==> config.mk <==
export PLATFORM = sky130hd
export DESIGN_NAME = cap_ecc_wr_sched
export DESIGN_NICKNAME = d
export VERILOG_FILES = /design/src/rtl/cap_ecc_wr_sched.sv
export SDC_FILE = /design/constraint.sdc
export NUM_CORES = 1
export LEC_CHECK = 0
export CELL_PAD_IN_SITES_DETAIL_PLACEMENT = 1
export CELL_PAD_IN_SITES_GLOBAL_PLACEMENT = 1
export CORE_AREA = 3 3 84 86
export CTS_CLUSTER_DIAMETER = 150
export CTS_CLUSTER_SIZE = 28
export DETAILED_ROUTE_END_ITERATION = 16
export DIE_AREA = 0 0 87 89
export GPL_ROUTABILITY_DRIVEN = 0
export PLACE_DENSITY_LB_ADDON = 0.1
export SYNTH_ARGS = -nofsm -noshare
export SYNTH_HDL_FRONTEND = slang
export SYNTH_SLANG_ARGS = --single-unit
export TNS_END_PERCENT = 30
==> constraint.sdc <==
create_clock -name clk -period 4 [get_ports clk]
set_clock_uncertainty 0.1 [all_clocks]
set_input_delay 1 -clock clk [delete_from_list [all_inputs] [get_ports clk]]
set_output_delay 1 -clock clk [all_outputs]
set_load 0.005 [all_outputs]
==> src/rtl/cap_ecc_wr_sched.sv <==
// Write-port scheduler for an ECC-wrapped memory: arbitrates hw/sw writers, runs the
// zero-init sweep, drives the ECC generator inputs and registers its codeword to memory.
module cap_ecc_wr_sched #(
  parameter int WIDTH        = 8,
  parameter int CODEWIDTH    = 5,
  parameter int DEPTH        = 16,
  parameter int STARVE_LIMIT = 3,
  parameter int ADDR_W       = (DEPTH > 1) ? $clog2(DEPTH) : 1
) (
  input  logic                       clk,
  input  logic                       rst,
  input  logic                       hwWrReq,
  input  logic [ADDR_W-1:0]          hwWrAddr,
  input  logic [WIDTH-1:0]           hwWrData,
  output logic                       hwGnt,
  input  logic                       swWrReq,
  input  logic [ADDR_W-1:0]          swWrAddr,
  input  logic [WIDTH-1:0]           swWrData,
  input  logic                       swProtOverride,
  input  logic [CODEWIDTH-1:0]       swSyndrome,
  output logic                       swGnt,
  input  logic                       errInjArm,
  input  logic                       initStart,
  output logic [WIDTH-1:0]           eccRawData,
  output logic                       eccHwActive,
  output logic                       eccProtOverride,
  output logic [CODEWIDTH-1:0]       eccSyndromeOut,
  input  logic [WIDTH+CODEWIDTH-1:0] eccDataIn,
  output logic                       memWe,
  output logic [ADDR_W-1:0]          memAddr,
  output logic [WIDTH+CODEWIDTH-1:0] memWrData,
  output logic                       initDone,
  output logic                       errInjPending
);

  localparam int SC_W = (STARVE_LIMIT > 0) ? $clog2(STARVE_LIMIT + 1) : 1;
  localparam logic [ADDR_W-1:0] LAST_ADDR = ADDR_W'(DEPTH - 1);
  localparam logic [SC_W-1:0]   SC_MAX    = SC_W'(STARVE_LIMIT);

  typedef enum logic {INIT, RUN} state_t;

  state_t                     r_state, w_state_nxt;
  logic [ADDR_W-1:0]          r_initCnt;
  logic [SC_W-1:0]            r_starveCnt;
  logic                       r_memWe, r_initDone, r_errInjPending;
  logic [ADDR_W-1:0]          r_memAddr;
  logic [WIDTH+CODEWIDTH-1:0] r_memWrData;
  // Generator inputs are held between issues so they only change on a real write.
  logic [WIDTH-1:0]           r_raw;
  logic                       r_hwAct, r_prot;
  logic [CODEWIDTH-1:0]       r_syn;

  logic                       w_hwGnt, w_swGnt, w_issue, w_swForce;
  logic [ADDR_W-1:0]          w_addr;
  logic [WIDTH-1:0]           w_raw;
  logic                       w_hwAct, w_prot;
  logic [CODEWIDTH-1:0]       w_syn;

  assign w_swForce = swWrReq && (r_starveCnt == SC_MAX);

  always_ff @(posedge clk) begin
    if (rst) r_state <= INIT;
    else     r_state <= w_state_nxt;
  end

  always_comb begin
    w_state_nxt = r_state;
    w_hwGnt     = 1'b0;
    w_swGnt     = 1'b0;
    w_issue     = 1'b0;
    w_addr      = r_initCnt;
    w_raw       = r_raw;
    w_hwAct     = r_hwAct;
    w_prot      = r_prot;
    w_syn       = r_syn;
    if (!rst) begin
      case (r_state)
        INIT: begin
          w_issue = 1'b1;
          w_raw   = '0;
          w_hwAct = 1'b1;
          w_prot  = 1'b0;
          w_syn   = '0;
          if (r_initCnt == LAST_ADDR) w_state_nxt = RUN;
        end
        RUN: begin
          if (hwWrReq && !w_swForce) begin
            w_hwGnt = 1'b1;
            w_issue = 1'b1;
            w_addr  = hwWrAddr;
            w_raw   = hwWrData;
            w_hwAct = 1'b1;
            w_prot  = r_errInjPending;  // generator flips bit 0, keeps clean ECC
            w_syn   = '0;
          end else if (swWrReq) begin
            w_swGnt = 1'b1;
            w_issue = 1'b1;
            w_addr  = swWrAddr;
            w_raw   = swWrData;
            w_hwAct = 1'b0;
            w_prot  = swProtOverride;
            w_syn   = swSyndrome;
          end
          if (initStart) w_state_nxt = INIT;
        end
        default: w_state_nxt = INIT;
      endcase
    end
  end

  always_ff @(posedge clk) begin
    if (rst) begin
      r_memWe         <= 1'b0;
      r_memAddr       <= '0;
      r_memWrData     <= '0;
      r_initDone      <= 1'b0;
      r_errInjPending <= 1'b0;
      r_starveCnt     <= '0;
      r_initCnt       <= '0;
      r_raw           <= '0;
      r_hwAct         <= 1'b0;
      r_prot          <= 1'b0;
      r_syn           <= '0;
    end else begin
      r_memWe <= w_issue;
      if (w_issue) begin
        r_memAddr   <= w_addr;
        r_memWrData <= eccDataIn;
        r_raw       <= w_raw;
        r_hwAct     <= w_hwAct;
        r_prot      <= w_prot;
        r_syn       <= w_syn;
      end

      if (r_state == INIT) begin
        if (r_initCnt == LAST_ADDR) begin
          r_initCnt  <= '0;
          r_initDone <= 1'b1;
        end else begin
          r_initCnt <= r_initCnt + ADDR_W'(1);
        end
      end else if (initStart) begin
        r_initCnt  <= '0;
        r_initDone <= 1'b0;
      end

      if (r_state == RUN && initStart)       r_starveCnt <= '0;
      else if (w_swGnt || !swWrReq)          r_starveCnt <= '0;
      else if (w_hwGnt && r_starveCnt != SC_MAX) r_starveCnt <= r_starveCnt + SC_W'(1);

      // Re-arm wins over consumption so an arm coinciding with a flip is not lost.
      if (errInjArm)    r_errInjPending <= 1'b1;
      else if (w_hwGnt) r_errInjPending <= 1'b0;
    end
  end

  assign hwGnt           = w_hwGnt;
  assign swGnt           = w_swGnt;
  assign eccRawData      = w_raw;
  assign eccHwActive     = w_hwAct;
  assign eccProtOverride = w_prot;
  assign eccSyndromeOut  = w_syn;
  assign memWe           = r_memWe;
  assign memAddr         = r_memAddr;
  assign memWrData       = r_memWrData;
  assign initDone        = r_initDone;
  assign errInjPending   = r_errInjPending;

endmodule

# After elaboration in Yosys (flattened, before gate mapping)
# Cells that the tools add are included.
# classes
eq_ne	4
n_addsub	2
n_mux	40
n_reduce_logical	11
bitwise_logic	1
# ops
cell	count
4-bit 2-to-1 mux	6
8-bit 2-to-1 mux	3
1-bit 2-to-1 mux	22
8-bit one-hot mux with 2 select lines	1
5-bit 2-to-1 mux	3
5-bit one-hot mux with 2 select lines	1
1-bit one-hot mux with 2 select lines	4
4-bit by 1-bit adder with 4-bit output, second input constant	1
4-bit == test, second input constant	1
1-bit logical AND	4
2-bit != test, second input constant	2
2-bit nonzero test	2
3-bit OR reduction	1
2-bit by 1-bit adder with 2-bit output, second input constant	1
2-bit == test, second input constant	1
1-bit zero test	2
2-bit AND reduction	1
1-bit logical OR	1
1-bit inverter	1
# word_totals
wordCells	70
output_inout_bits	37
in_bits	49
ff_bits	42

# Logic depth before layout (Yosys ltp)
# Gate-level depths: netlist of run 1.
# logic_depth
depth_word	9
mapped_depth	6
mapped_depth_nobuf	4

# Least setup slack after synthesis of run 1
# No wires, ideal clock.
# synth_path
path_kind	input port to output port
from	in swWrReq
to	out eccProtOverride
slack_ns	1.138
path_buffers	2
t_arrival_ns	1.762
required_time_ns	2.900
path_stages	5
cell_sequence	buf_6 a21bo_2 buf_6 mux2i_1 o21ai_0
# synth_via
elab_chain_cells	6
elab_cells_between_ends	7
cone_classes	mux: 4; reduce/logical: 3
# synth_lines
item	line	source
start, declared	16	input logic swWrReq,
1-bit logical AND	59	assign w_swForce = swWrReq && (r_starveCnt == SC_MAX);
1-bit zero test	87	if (hwWrReq && !w_swForce) begin
1-bit logical AND	87	
1-bit 2-to-1 mux *	87	
1-bit one-hot mux with 2 select lines *	77	case (r_state)
1-bit 2-to-1 mux *	76	if (!rst) begin
end, declared	26	output logic eccProtOverride,
# Every way passes the cells marked *; elsewhere a longest branch is shown, timed or not.

# Worst setup path after layout of run 1
# layout_path
from	in hwWrReq
to	out eccSyndromeOut[2]
# layout_via
elab_chain_cells	4
# layout_lines
item	line	source
start, declared	12	input logic hwWrReq,
1-bit logical AND	87	
5-bit 2-to-1 mux	87	
5-bit one-hot mux with 2 select lines	77	
5-bit 2-to-1 mux	76	
end, declared	27	output logic [CODEWIDTH-1:0] eccSyndromeOut,
# No other way between the ends.

==> results of run 1 <==
cell usage after synthesis (all sizes together) (2+ instances only):
library cell / number
mux2i: 7
clkbuf: 3
nand2: 22
a21o: 2
nand3b: 14
nand2b: 4
dfxtp: 42
a32oi: 8
nor3b: 2
a21oi: 14
o32ai: 4
a311oi: 2
nor2: 15
buf: 14
mux2: 9
a22o: 5
ha: 2
inv: 18
o21ai: 25
o22ai: 4
nor2b: 7
a31oi: 5
sequential cells by signal, indices dropped and copies added (netlist names), 2 cells and up:
signal,flops
r_syn,5
memAddr,4
r_initCnt,4
memWrData,13
r_starveCnt,2
r_raw,8
what timing repair did:
action                     4_1_cts  5_1_grt
gates resized for setup          0        3
hold buffers                     0        0
setup endpoints to repair        0       14
setup buffers                    0        2
where the power goes:
group	leakage (nW)	internal, mW	switching, mW
Sequential	0.344	0.431	0.00928
Combinational	0.904	0.103	0.0593
Clock	0.0573	0.200	0.145
Total	1.31	0.733	0.213
per-layer routing:
metal | track usage | vias to the layer above | wire length (um)
met2 | 0.279 | 49 | 3140
met4 | 0.0340 | 0 | 65
met1 | 0.220 | 1014 | 2860
met5 | 0 | - | 0
li1 | - | 1043 | -
met3 | 0.0396 | 8 | 323
cell families after synthesis:
family,after synthesis,share of synthesized area
adders and majority gates,2,0.0116
AOI/OAI and AO/OA,73,0.239
DFF,42,0.391
xor gates and xnor gates,1,0.00408
buffers and inverters,35,0.0897
and+or+nand+nor,69,0.185
muxes,16,0.0798
area by class of cell:
| cell class | instances | area (um^2) |
|---|---|---|
| fill | 734 | 3010 |
| multi-input combinational | 161 | 1120 |
| timing repair buffer | 112 | 1090 |
| sequential | 42 | 841 |
| tap | 77 | 96.3 |
| clock buffer | 6 | 82.6 |
| inverter | 18 | 67.6 |
| clock inverter | 1 | 30.0 |
path summary, 6_finish.rpt:
| path | to | cells after the start |
|---|---|---|
| worst min-delay path | initDone | 2 |
| worst max-delay path | eccSyndromeOut[2] | 5 |
| worst max register to register | memAddr[0] | 5 |
| worst min register to register | initDone | 2 |
tightest hold or removal path: stages, from the launching register on:
cell and delay (ns):
dfxtp_1 0.31, nand2_1 0.05, a21oi_1 0.06
==> summary.txt, run 1 <==
Run status
  • Status: completed

Critical path
  • Arrival time worst endpoint: 2.81 ns
  • CP max-delay cell: clkdlybuf4s50_1
  • Worst path bufs/invs: 2
  • Worst r2r src: r_starveCnt[0]
  • Slowest cell delay on critical path: approximately 0.52 ns
  • Cell Chain, Critical Path: clkdlybuf4s50_1 -> and2b_4 -> nor3b_4 -> a22o_1 -> clkdlybuf4s50_1
  • CP Class: in -> out
  • Crit path max-delay family: buffers and inverters
  • Worst setup EP type: output port
  • R2R setup slack: 2.45 ns
  • Critical path fanouts, max: 6
  • Critical path startpoint: hwWrReq
  • CP dominant cell by count: clkdlybuf4s50_1
  • CP startpoint kind: primary input
  • CP required: 2.90 ns

Global route
  • Initial antenna violation count: 0
  • Pin count of the biggest net entering global routing: 23
  • Total grt overflow: 0
  • Vias in the first global route: approximately 2.2k
  • GRT Util Overall: 0.167
  • First-pass GRT wire length: 10400 um

Route
  • Remaining antenna violation count: 0
  • Overall routed net length: roughly 6400 um
  • DR pass1 iterations: 4
  • Routed WL per cell: 15.3 um
  • Starting DRT DRC Count: 75
  • DRC Markers: 0
  • Vias after detailed routing: about 2.1k
  • Routed vias/inst: slightly above 5

Clock network
  • Clock Sinks: 42
  • Max clock buf depth: 2
  • Clk_lat worst skew: 0.29 ns
  • Clock buffer count from CTS: 5
  • H-Tree Depth: 2
  • CTS tree: done
  • Clock slew at reported path FFs: ~0.080 ns
  • Clock root buffer master: clkbuf_8

Place
  • Pre-CTS WS: 0.0484 ns
  • Buffers on Ports: 85
  • Post-DP Area: roughly 3200 um^2
  • # placed instances: 408
  • Hpwl dp: around 4800 um

STA
  • Final setup margin: 0.0914 ns
  • Achievable frequency: 0.256 GHz
  • Fin crit period: 3.91 ns
  • Pins Over Slew Limit: 0
  • Final Hold Viols: 0
  • Final period utilization: 0.977
  • Hold_ws: 0.370 ns
  • Final setup TNS: 0 ns
  • Worst Tran Pin Value: 0.473 ns
  • RSZ-0062 raised after global routing: no
  • Setup violators final: 0
  • Max_slew headroom: 0.681

Synthesis
  • Synth top area share: 0.391
  • Primary FF master, synth: dfxtp_1
  • Post-synthesis instance total: between 200 and 250
  • Post-synthesis register bit count: 42
  • EDFF count, synth: 0
  • FFs w/ async S/R, synth: 0
  • Post-synth top area cell: dfxtp_1
  • Synth top area cells: dfxtp_1 39%, nand3b_1 4.9%, mux2_2 4.7%
  • Syn Std Cell Area: 2150 um^2
  • Ys Warns: 0
  • Syn avg cell area: 9.03 um^2
  • Syn nets: 289
  • Post-synth cell types: 38
  • Register area share after synthesis: 0.391

Layout
  • Antenna cells: 0
  • Final non-filler cell total: between 400 and 500
  • Most common cell after layout, fill and taps aside: clkdlybuf4s50_1
  • Share of cells above drive strength 1: 0.176
  • Commonest cells after routing, fill and taps aside: 85 x clkdlybuf4s50_1, 42 x dfxtp_1, 23 x buf_4
  • Fin area: 3340 um^2
  • Area growth from synthesis to layout: 55.3%
  • Fin util: 0.525
  • Post-layout nets: 391

Floorplanning
  • Core Area: 6350 um^2
  • Chip Width: 87 um
  • Die height: 89 um
  • # IOs: 86
  • Die area: 7740 um^2
  • Number of cell rows: 29
  • Initial core utilization: 0.338

Hold path
  • Hold Path Origin: initDone
  • Path category of the worst min-delay check: reg -> reg

Flow run
  • Max-cap viol count: 0

Power
  • Leakage: 1.31 nW
  • Max VDD drop: 0.151 mV
  • Cell Pwr Density: 284 nW/um^2
  • Total power: 947 uW
Note: power is estimated with default switching activity, not from simulation.
==> run 2: changes to the inputs <==
--- a/config.mk
+++ b/config.mk
@@ -13,7 +13,8 @@
 export DETAILED_ROUTE_END_ITERATION = 16
 export DIE_AREA = 0 0 87 89
 export GPL_ROUTABILITY_DRIVEN = 0
-export PLACE_DENSITY_LB_ADDON = 0.1
+export PLACE_DENSITY = 0.9
+export RECOVER_POWER = 50
 export SYNTH_ARGS = -nofsm -noshare
 export SYNTH_HDL_FRONTEND = slang
 export SYNTH_SLANG_ARGS = --single-unit
==> run 2 against run 1 <==
  * Die area stayed put
  * Global-route usage up 1.6 points
  * Sequential power hardly changed
  * Cell count fell by 0.48%
  * Non-clock buffer count fell by 2
  * Maximum frequency increased by 1.3%
  * Worst setup slack better by 0.050 ns
  * Critical path type unchanged
  * Critical endpoint is now eccRawData[5]
==> summary.txt, run 2 (synthesis gave the netlist of run 1 again) <==
STA
  • Final Hold Viols: 0
  • RSZ-0062 raised after global routing: no
  • Achievable frequency: 0.259 GHz
  • Setup violators final: 0
  • Final setup margin: 0.141 ns
  • Fin crit period: 3.86 ns
  • Max_slew headroom: 0.570
  • Pins Over Slew Limit: 0
  • Worst Tran Pin Value: 0.638 ns
  • Final period utilization: 0.965

Layout
  • Fin area: 3240 um^2
  • Commonest cells after routing, fill and taps aside: 78 x clkdlybuf4s50_1, 42 x dfxtp_1, 22 x nand2_1
  • Filler instances: roughly 740
  • Share of cells above drive strength 1: 0.145
  • Post-layout nets: 389
  • Largest register FFs: 13
  • Area growth from synthesis to layout: 50.8%
  • Antenna cells: 0
  • Most common cell after layout, fill and taps aside: clkdlybuf4s50_1

Floorplanning
  • Number of cell rows: 29
  • Die height: 89 um
  • Initial core utilization: 0.338
  • # IOs: 86
  • Chip Width: 87 um
  • Core Area: roughly 6300 um^2
  • Die area: 7740 um^2

Clock network
  • Clock buffer count from CTS: 5
  • # hold bufs at CTS: 0
  • H-Tree Depth: 2
  • Max clock buf depth: 2
  • Clock Sinks: 42
  • Clock slew at reported path FFs: about 0.080 ns
  • CTS tree: done
  • Clock root buffer master: clkbuf_8
  • Clk_lat worst skew: 0.30 ns

Place
  • Pre-CTS WS: -0.0329 ns
  • Hpwl dp: 5120 um
  • Buffers on Ports: 85
  • Post-DP Area: 3100 um^2

Route
  • Routed vias/inst: 5.34
  • Routed WL per cell: approximately 18 um
  • Remaining antenna violation count: 0
  • DR pass1 iterations: 4
  • Overall routed net length: roughly 7300 um
  • DRC Markers: 0
  • Starting DRT DRC Count: 73
  • Vias after detailed routing: 2216

Power
  • Max VDD drop: about 0.15 mV
  • Cell Pwr Density: between 200 and 300 nW/um^2
  • Leakage: 1.30 nW

Global route
  • Initial antenna violation count: 0
  • Pin count of the biggest net entering global routing: 24
  • GRT Util Overall: 0.183
  • First-pass GRT wire length: between 10000 and 15000 um
  • Total grt overflow: 0
  • Vias in the first global route: about 2.3k

Hold path
  • Hold depth: 2
  • Hold EP: initDone
  • Hold Path Origin: initDone
  • Path category of the worst min-delay check: reg -> reg

Critical path
  • R2R setup slack: 2.21 ns
  • Worst setup EP type: output port
  • Arrival time worst endpoint: 2.76 ns
  • RR Endpoint: r_raw[4]
  • Critical path fanouts, max: 10
  • CP startpoint kind: primary input
  • Reg2Reg Depth: 7
  • CP Class: in -> out
  • Worst r2r src: r_starveCnt[0]
  • CP required: 2.90 ns

Run status
  • Status: completed

Flow run
  • Max-cap viol count: 0
## run 2: cell types whose count changed in the layout (fill, tap and decap cells not counted), sizes merged
cell and change:
buf -7, dlymetal6s2s +3, clkdlybuf4s50 -7, clkbuf +5
dlygate4sd3 +3, clkinv +2, bufinv -1
## run 2: repair_timing
action	in CTS	in global routing
pin swaps	0	4
resized for setup	1	6
setup buffers	3	5
cloned	0	1
endpoints found under the setup margin	10	12
## run 2: worst max-delay path: stages
cell,delay [ns]
clkdlybuf4s50_1,0.45
buf_4,0.18
nor2b_1,0.15
buf_4,0.21
a32oi_1,0.11
o21ai_1,0.13
clkdlybuf4s50_1,0.53
## run 2: per-layer routing
layer	routed length, um	vias to the layer above	GRT usage
met5	0	-	0
met2	3730	73	0.321
met3	349	13	0.0369
li1	-	1045	-
met4	148	0	0.0694
met1	3080	1085	0.220
## run 2: where the power goes
part | switching [mW] | total, mW | leakage (nW) | internal [mW]
clock network | 0.150 | 0.267 | 0.0438 | 0.117
registers | 0.00956 | 0.440 | 0.344 | 0.431
logic | 0.0622 | 0.159 | 0.910 | 0.0973
## run 2: stage by stage
step,cells,hold WS (ns),total power [mW],utilization,TNS (ns)
floorplan,238,0.353,0.513,-,0
global placement,399,0.346,0.598,0.489,0
detailed placement,399,0.365,0.603,0.489,-0.106
CTS,409,0.377,0.872,0.505,0
global route,415,0.420,0.909,0.510,0
finish,415,0.375,0.867,0.510,0
## run 2: how the worst max path moves through the flow
stage / start / endpoint / slack [ns] / cells past startpoint
finish: rst / eccRawData[5] / 0.14 / 7
global route: rst / eccRawData[4] / 0.03 / 7
CTS: hwWrReq / eccSyndromeOut[3] / 0.004 / 5
detailed placement: hwWrReq / eccRawData[4] / -0.03 / 5
global placement: swWrReq / eccSyndromeOut[3] / 0.02 / 6
floorplan: swWrReq / eccProtOverride / 1.14 / 5
## run 2: area by class of cell
cell class / count / area (um^2) / share of cell area
multi-input cells: 161 / 1100 / 0.340
repair buffers: 110 / 1050 / 0.326
flip-flops and latches: 42 / 841 / 0.260
well taps: 77 / 96.3 / 0.0297
clock buffers: 5 / 68.8 / 0.0212
inverters: 18 / 67.6 / 0.0209
clock inverters: 2 / 10.0 / 0.00309
